`src/rtl/regfile_mp.sv`:
```
// regfile_mp: multi-port register file for the MIPS datapath.
// It has NREAD read ports and NWRITE write ports. Register 0 can be hardwired to zero.
// A write can be forwarded to a read in the same cycle, and the read data can be
// registered so that decode can be pipelined.
module regfile_mp #(
    parameter int DATA_W   = 32,
    parameter int ADDR_W   = 5,
    parameter int NREAD    = 2,
    parameter int NWRITE   = 1,
    parameter int R0_ZERO  = 1,
    parameter int BYPASS   = 1,
    parameter int READ_REG = 0
) (
    input  logic                     clk,
    input  logic                     rst,
    input  logic [NREAD*ADDR_W-1:0]  raddr,
    output logic [NREAD*DATA_W-1:0]  rdata,
    input  logic [NWRITE-1:0]        we,
    input  logic [NWRITE*ADDR_W-1:0] waddr,
    input  logic [NWRITE*DATA_W-1:0] wdata
);
    localparam int DEPTH = 2 ** ADDR_W;

    // Storage array and unpacked views of the flat port buses
    logic [DATA_W-1:0]       mem     [DEPTH];
    logic [ADDR_W-1:0]       ra      [NREAD];
    logic [ADDR_W-1:0]       wa      [NWRITE];
    logic [DATA_W-1:0]       wd      [NWRITE];
    logic [DATA_W-1:0]       rd_comb [NREAD];
    logic [NWRITE-1:0]       wkeep;    // write enable after writes to a hardwired r0 are dropped
    logic [NREAD*DATA_W-1:0] rd_flat;  // same-cycle read value, packed like rdata

    genvar gi;
    generate
        for (gi = 0; gi < NREAD; gi++) begin : g_rport
            assign ra[gi] = raddr[gi*ADDR_W +: ADDR_W];
            assign rd_flat[gi*DATA_W +: DATA_W] = rd_comb[gi];
        end
        for (gi = 0; gi < NWRITE; gi++) begin : g_wport
            assign wa[gi]    = waddr[gi*ADDR_W +: ADDR_W];
            assign wd[gi]    = wdata[gi*DATA_W +: DATA_W];
            assign wkeep[gi] = we[gi] && !((R0_ZERO != 0) && (wa[gi] == '0));
        end
    endgenerate

    // Reset clears every entry. Otherwise ports commit in ascending order, so the highest index wins a conflict.
    always_ff @(posedge clk) begin
        if (rst) begin
            for (int k = 0; k < DEPTH; k++) begin
                mem[k] <= '0;
            end
        end else begin
            for (int j = 0; j < NWRITE; j++) begin
                if (wkeep[j]) begin
                    mem[wa[j]] <= wd[j];
                end
            end
        end
    end

    // Same-cycle read value: array value, overridden by the highest-index hitting write, then r0 forced to zero
    always_comb begin
        for (int i = 0; i < NREAD; i++) begin
            rd_comb[i] = mem[ra[i]];
            if (BYPASS != 0) begin
                for (int j = 0; j < NWRITE; j++) begin
                    if (we[j] && (wa[j] == ra[i])) begin
                        rd_comb[i] = wd[j];
                    end
                end
            end
            if ((R0_ZERO != 0) && (ra[i] == '0)) begin
                rd_comb[i] = '0;
            end
        end
    end

    generate
        if (READ_REG != 0) begin : g_rreg
            logic [NREAD*DATA_W-1:0] rq;

            // Register the same-cycle read value. This gives one cycle of latency and keeps the bypass effect.
            always_ff @(posedge clk) begin
                if (rst) begin
                    rq <= '0;
                end else begin
                    rq <= rd_flat;
                end
            end

            assign rdata = rq;
        end else begin : g_rcomb
            assign rdata = rd_flat;
        end
    endgenerate

endmodule
```
`config.mk`:
```
export PLATFORM = sky130hd
export DESIGN_NAME = regfile_mp
export DESIGN_NICKNAME = d
export VERILOG_FILES = /design/src/rtl/regfile_mp.sv
export SDC_FILE = /design/constraint.sdc
export NUM_CORES = 2
export LEC_CHECK = 0
export BUFFER_PORTS_ARGS = -buffer_cell sky130_fd_sc_hd__buf_2
export CAP_MARGIN = 5
export CORE_MARGIN = 2
export CORE_UTILIZATION = 29
export CTS_CLUSTER_SIZE = 30
export DETAILED_ROUTE_END_ITERATION = 7
export GPL_TIMING_DRIVEN = 0
export PLACE_DENSITY = 0.5
export SYNTH_ARGS = -nofsm -noshare
export SYNTH_HDL_FRONTEND = slang
export SYNTH_SLANG_ARGS = --single-unit
```
`constraint.sdc`:
```
create_clock -name clk -period 2.37 [get_ports clk]
set_input_delay 0 -clock clk [delete_from_list [all_inputs] [get_ports clk]]
set_output_delay 0 -clock clk [all_outputs]
set_load 0.02 [all_outputs]
```
; Word-level counts from Yosys, hierarchy flattened
; Memory sizes are Yosys's and may differ from the RTL's.
; Index checks and enable logic that the tools add are counted.
[word_totals]
mem_count = 1
ramBits = 1024
register_bits = 0
inputBits = 50
[op_classes]
mux = 12
n_reduce_logical = 8
n_eq_ne = 2
[memory_table]
columns = name, depth, width, read_ports, rd_clocked_by_memory_dff, write_ports, line_no
row1 = mem, 32, 32, 2, 0, 32, 25  ; logic [DATA_W-1:0] mem [DEPTH];
[ops]
columns = operator, count
row1 = $mux 32, 5
row2 = $reduce_or 32->1, 1
row3 = $logic_not 5->1, 3
row4 = $eq 5x5->1, 2
row5 = $mux 1, 6
row6 = $mux 5, 1
row7 = $logic_and 1x1->1, 3
row8 = $logic_not 1->1, 1

; Depth between registers and ports, before layout
[logic_depth]
ltp_word = 8
mapped_depth = 10
mapped_depth_nobuf = 5

; Worst setup path before layout
; No wires, ideal clock.
[synth_timing]
kind = input-to-output
startpoint = in raddr[1]
endpoint = out rdata[10]
path_stages = 7
required_ns = 2.370
t_arrival_ns = 1.850
n_path_buf = 3
setup_slack_ns = 0.520
cell_sequence = buf_2 > buf_1 > clkbuf_1 > mux4_2 > a2111oi_0 > a21oi_1 > a22o_1
[synth_via]
elab_chain_cells = 4
[synth_rtl]
columns = item, line_no
row1 = from (decl), 16  ; input logic [NREAD*ADDR_W-1:0] raddr,
row2 = "parallel branches: the longest is 3 deep, another holds $mem_v2 32x32", n/a
row3 = $mux 32 (*), 72  ; if ((R0_ZERO != 0) && (ra[i] == '0)) begin
row4 = to (decl), 17  ; output logic [NREAD*DATA_W-1:0] rdata,
; Mark *: on every way between the ends.

==> summary.md <==
| Metric | Value |
|---|---|
| Syn Area/Cell | 14.63 um^2 |
| Synth warn | 0 |
| Failing checks | setup timing |
| Final ANT Viol Nets | 0 |
| First-pass GRT wire length | 337.0 mm |
| Fin crit period | 2.876 ns |
| Placed Area | 58750 um^2 |
| Die ar. | 192200 um^2 |
| RSZ-0062 raised after global routing | true |
| Reg with most FFs | mem |
| Final worst slack | -0.5062 ns |
| Largest registers | mem: 1024 flops |
| Largest net degree at the start of global routing | 33 |
| Total track usage | 0.2615 |
| Average wire per standard cell | 38.33 um |
| Startpoint Class | register |
| Dpl ws | -1.995 ns |
| Slowest-stage cell, CP | mux4_2 |
| Sequential area share after synthesis | 0.5619 |
| Initial antenna violation count | 16 |
| Crit path max fanout | 2 |
| Final nets | 4117 |
| Status | finished with violations |
| Final hold violation count | 0 |
| Initial Util | 0.2917 |
| Slew @ Worst Pin | 1.310 ns |
| Cell count after synthesis | 3740 |
| Achievable frequency | 347.7 MHz |
| Post-Synth XOR/XNOR Area | 0.001601 |
| Post-synth EDFFs | 1024 |
| CTS Root Cell | clkbuf_16 |
| Main combinational cell family by area after synthesis | multiplexers |
| First DRT Iteration DRCs | 5414 |
| CP Cell Sequence | mux4_2 -> a22o_4 -> a2111oi_4 -> a21oi_1 -> a22o_2 -> buf_6 |
| Mux cell area share after synthesis | 0.2121 |
| I/O pin count | 114 |
| Flops & latches, synth | 1024 |
| Total clock sinks | 1024 |
| Hold WC Path Type | in2reg |
| Ys async rst share | 0 |
| Worst Path Arrival | 2.88 ns |
| Endpoints failing setup | 138 |
| RD Place Congestion | 1.025 |
| Die Y | 438.4 um |
| Pwr Density | 723.8 nW/um^2 |
| Worst Path Required | 2.37 ns |
| Post-synthesis cell type count | 50 |
| Slew Limit Fails | 0 |
| Post-route cell area | 65760 um^2 |
| Routed WL | 255.9 mm |
| Nature of the critical path endpoint | primary output |
| Number of global-route vias before repair | 37610 |
| Highest cell delay on the worst timing path | 0.49 ns |
| Cell Rows | 159 |
| Crit path kind | reg2out |
| Number of port buffers | 102 |
| Placed wire-length estimate | 180.6 mm |
| Top_reg_cell synth | edfxtp_1 |
| Layout cell share with drive strength beyond 1 | 0.2740 |
| Peak VDD IR | 556.7 uV |
| Hold Slack | 0.1785 ns |
| Syn-to-layout area delta | 20.17% |
| Fin crit share | 1.214 |
| Worst-path clk slew | 0.07 ns |
| H-tree depth | 3 |
| Compound-gate portion of the synthesized area | 0.06452 |
| CTS tree | built |
| Max-Cap Viols | 0 |
| Leak | 22.61 nW |
| Netlist area before placement | 54720 um^2 |
| Setup TNS | -24.68 ns |
| CTS Buffer Depth | 3 |
| Max reg flops | 1024 |
| Pre-antenna DRT Iters | 6 |
| CTS Buf Count | 120 |
| Core area | 187600 um^2 |
| Worst slew margin | 0.1270 |
| Area share of and/or/nand/nor cells after synthesis | 0.1275 |
| Vias/cell | 5.774 |
| Drt drc | 0 |
| DR vias | 38540 |
| Adder-Cell Fraction of Synth Area | 0 |
| GR Overflow Total | 0 |
| Die width | 438.4 um |
-- per-stage QoR --
step / instances / total power, mW / utilization
6_report: 6676 / 47.60 / 0.3505
5_1_grt: 6672 / 48.33 / 0.3505
4_1_cts: 6662 / 47.33 / 0.3483
3_5_place_dp: 6389 / 28.26 / 0.3132
3_3_place_gp: 6368 / 28.16 / 0.3117
2_1_floorplan: 3771 / 25.05 / -
-- Yosys cell counts (3+ instances only) --
cell type / n / area share
nand3b_1: 5 / 0.00069
and2_1: 994 / 0.11
a22o_1: 55 / 0.0088
o21ai_0: 9 / 0.00082
nand3_1: 12 / 0.0011
a221oi_1: 4 / 0.00064
or3b_2: 3 / 0.00048
o22a_1: 3 / 0.00048
a221o_1: 13 / 0.0024
or2_2: 33 / 0.0038
o32ai_1: 4 / 0.00064
mux2_2: 5 / 0.0010
mux2i_1: 281 / 0.051
a21oi_1: 78 / 0.0071
a2111oi_0: 24 / 0.0038
a211oi_1: 7 / 0.00096
nor2_1: 43 / 0.0029
o211ai_1: 10 / 0.0014
xnor2_1: 10 / 0.0016
clkbuf_1: 303 / 0.021
mux4_2: 388 / 0.16
nand2_1: 35 / 0.0024
buf_6: 5 / 0.0010
o31ai_1: 4 / 0.00055
nand2b_1: 3 / 0.00034
edfxtp_1: 1024 / 0.56
buf_1: 15 / 0.0010
o22ai_1: 41 / 0.0047
o2111ai_1: 3 / 0.00048
nor2b_1: 6 / 0.00069
o221ai_1: 42 / 0.0067
buf_4: 22 / 0.0030
a31oi_1: 7 / 0.00080
nor3_1: 3 / 0.00027
o221a_2: 18 / 0.0037
a22oi_1: 133 / 0.018
a32oi_1: 9 / 0.0014
buf_2: 69 / 0.0063
-- per-layer routing --
metal / wire [um] / vias to the layer above / share of wire / global-route usage
li1: - / 15150 / - / -
met1: 98400 / 20340 / 0.38 / 0.3325
met2: 111300 / 2422 / 0.44 / 0.3896
met3: 24260 / 619 / 0.095 / 0.06559
met4: 21820 / 10 / 0.085 / 0.1836
met5: 60 / - / 0.00023 / 0
-- cells in the final DEF (no fill, tap or decap), drive strengths merged, types with 12 or more instances in the layout --
cell / synthesis / layout
nand3: 12 / 12
nor2: 43 / 43
dlygate4sd3: 0 / 32
clkbuf: 303 / 460
a221o: 13 / 13
a21oi: 78 / 78
nand2: 35 / 35
conb: 1 / 32
buf: 111 / 251
edfxtp: 1024 / 1024
o22ai: 41 / 41
a2111oi: 24 / 24
a22o: 55 / 55
and2: 996 / 996
o221ai: 42 / 42
mux4: 388 / 388
a22oi: 133 / 133
clkinv: 0 / 55
o221a: 18 / 18
mux2i: 281 / 281
or2: 33 / 33
-- layout make-up --
cell class / instances / area (um^2)
Timing Repair Buffer: 178 / 1659
Tap cell: 2495 / 3122
Clock inverter: 71 / 618.1
Buffer: 410 / 2187
Multi-Input combinational cell: 2331 / 24240
Fill cell: 18090 / 121800
Inverter: 2 / 7.507
Clock buffer: 156 / 3159
Sequential cell: 1024 / 30750
Antenna cell: 9 / 22.52
-- power by group --
group	internal, mW	switching, mW	leakage [nW]
sequential	20.9	0.505	9.75
clock	10.4	8.10	1.83
combinational	2.83	4.79	11.0
-- critical path, delay by kind of cell, from the launching register on --
family,cells,cell delay (ns)
AO/OA/AOI/OAI,4,1.07
buffers and inverters,1,0.15
multiplexers,1,0.49
flip-flops,1,0.39
-- repair_timing --
item                                    CTS  global route
endpoints found under the setup margin   95           593
resized for setup                       594            99
hold buffers                             32             0
pin swaps                               140            30
setup buffers                            18             5
hold endpoints to repair                187             0
-- path summary, 6_finish.rpt --
check                startpoint                       end  cells after the start
max    mem[13][0]$_SDFFCE_PN0P_                  rdata[0]                      6
min                    waddr[2]  mem[29][0]$_SDFFCE_PN0P_                      4
-- logic make-up after synthesis --
kind of cell              after synthesis
and+or+nand+nor                      1146
DFF                                  1024
muxes                                 674
AOI/OAI and AO/OA                     469
buffers and inverters                 416
xor gates and xnor gates               10
other                                   1
No activity file was read; power rests on OpenSTA's default activity.
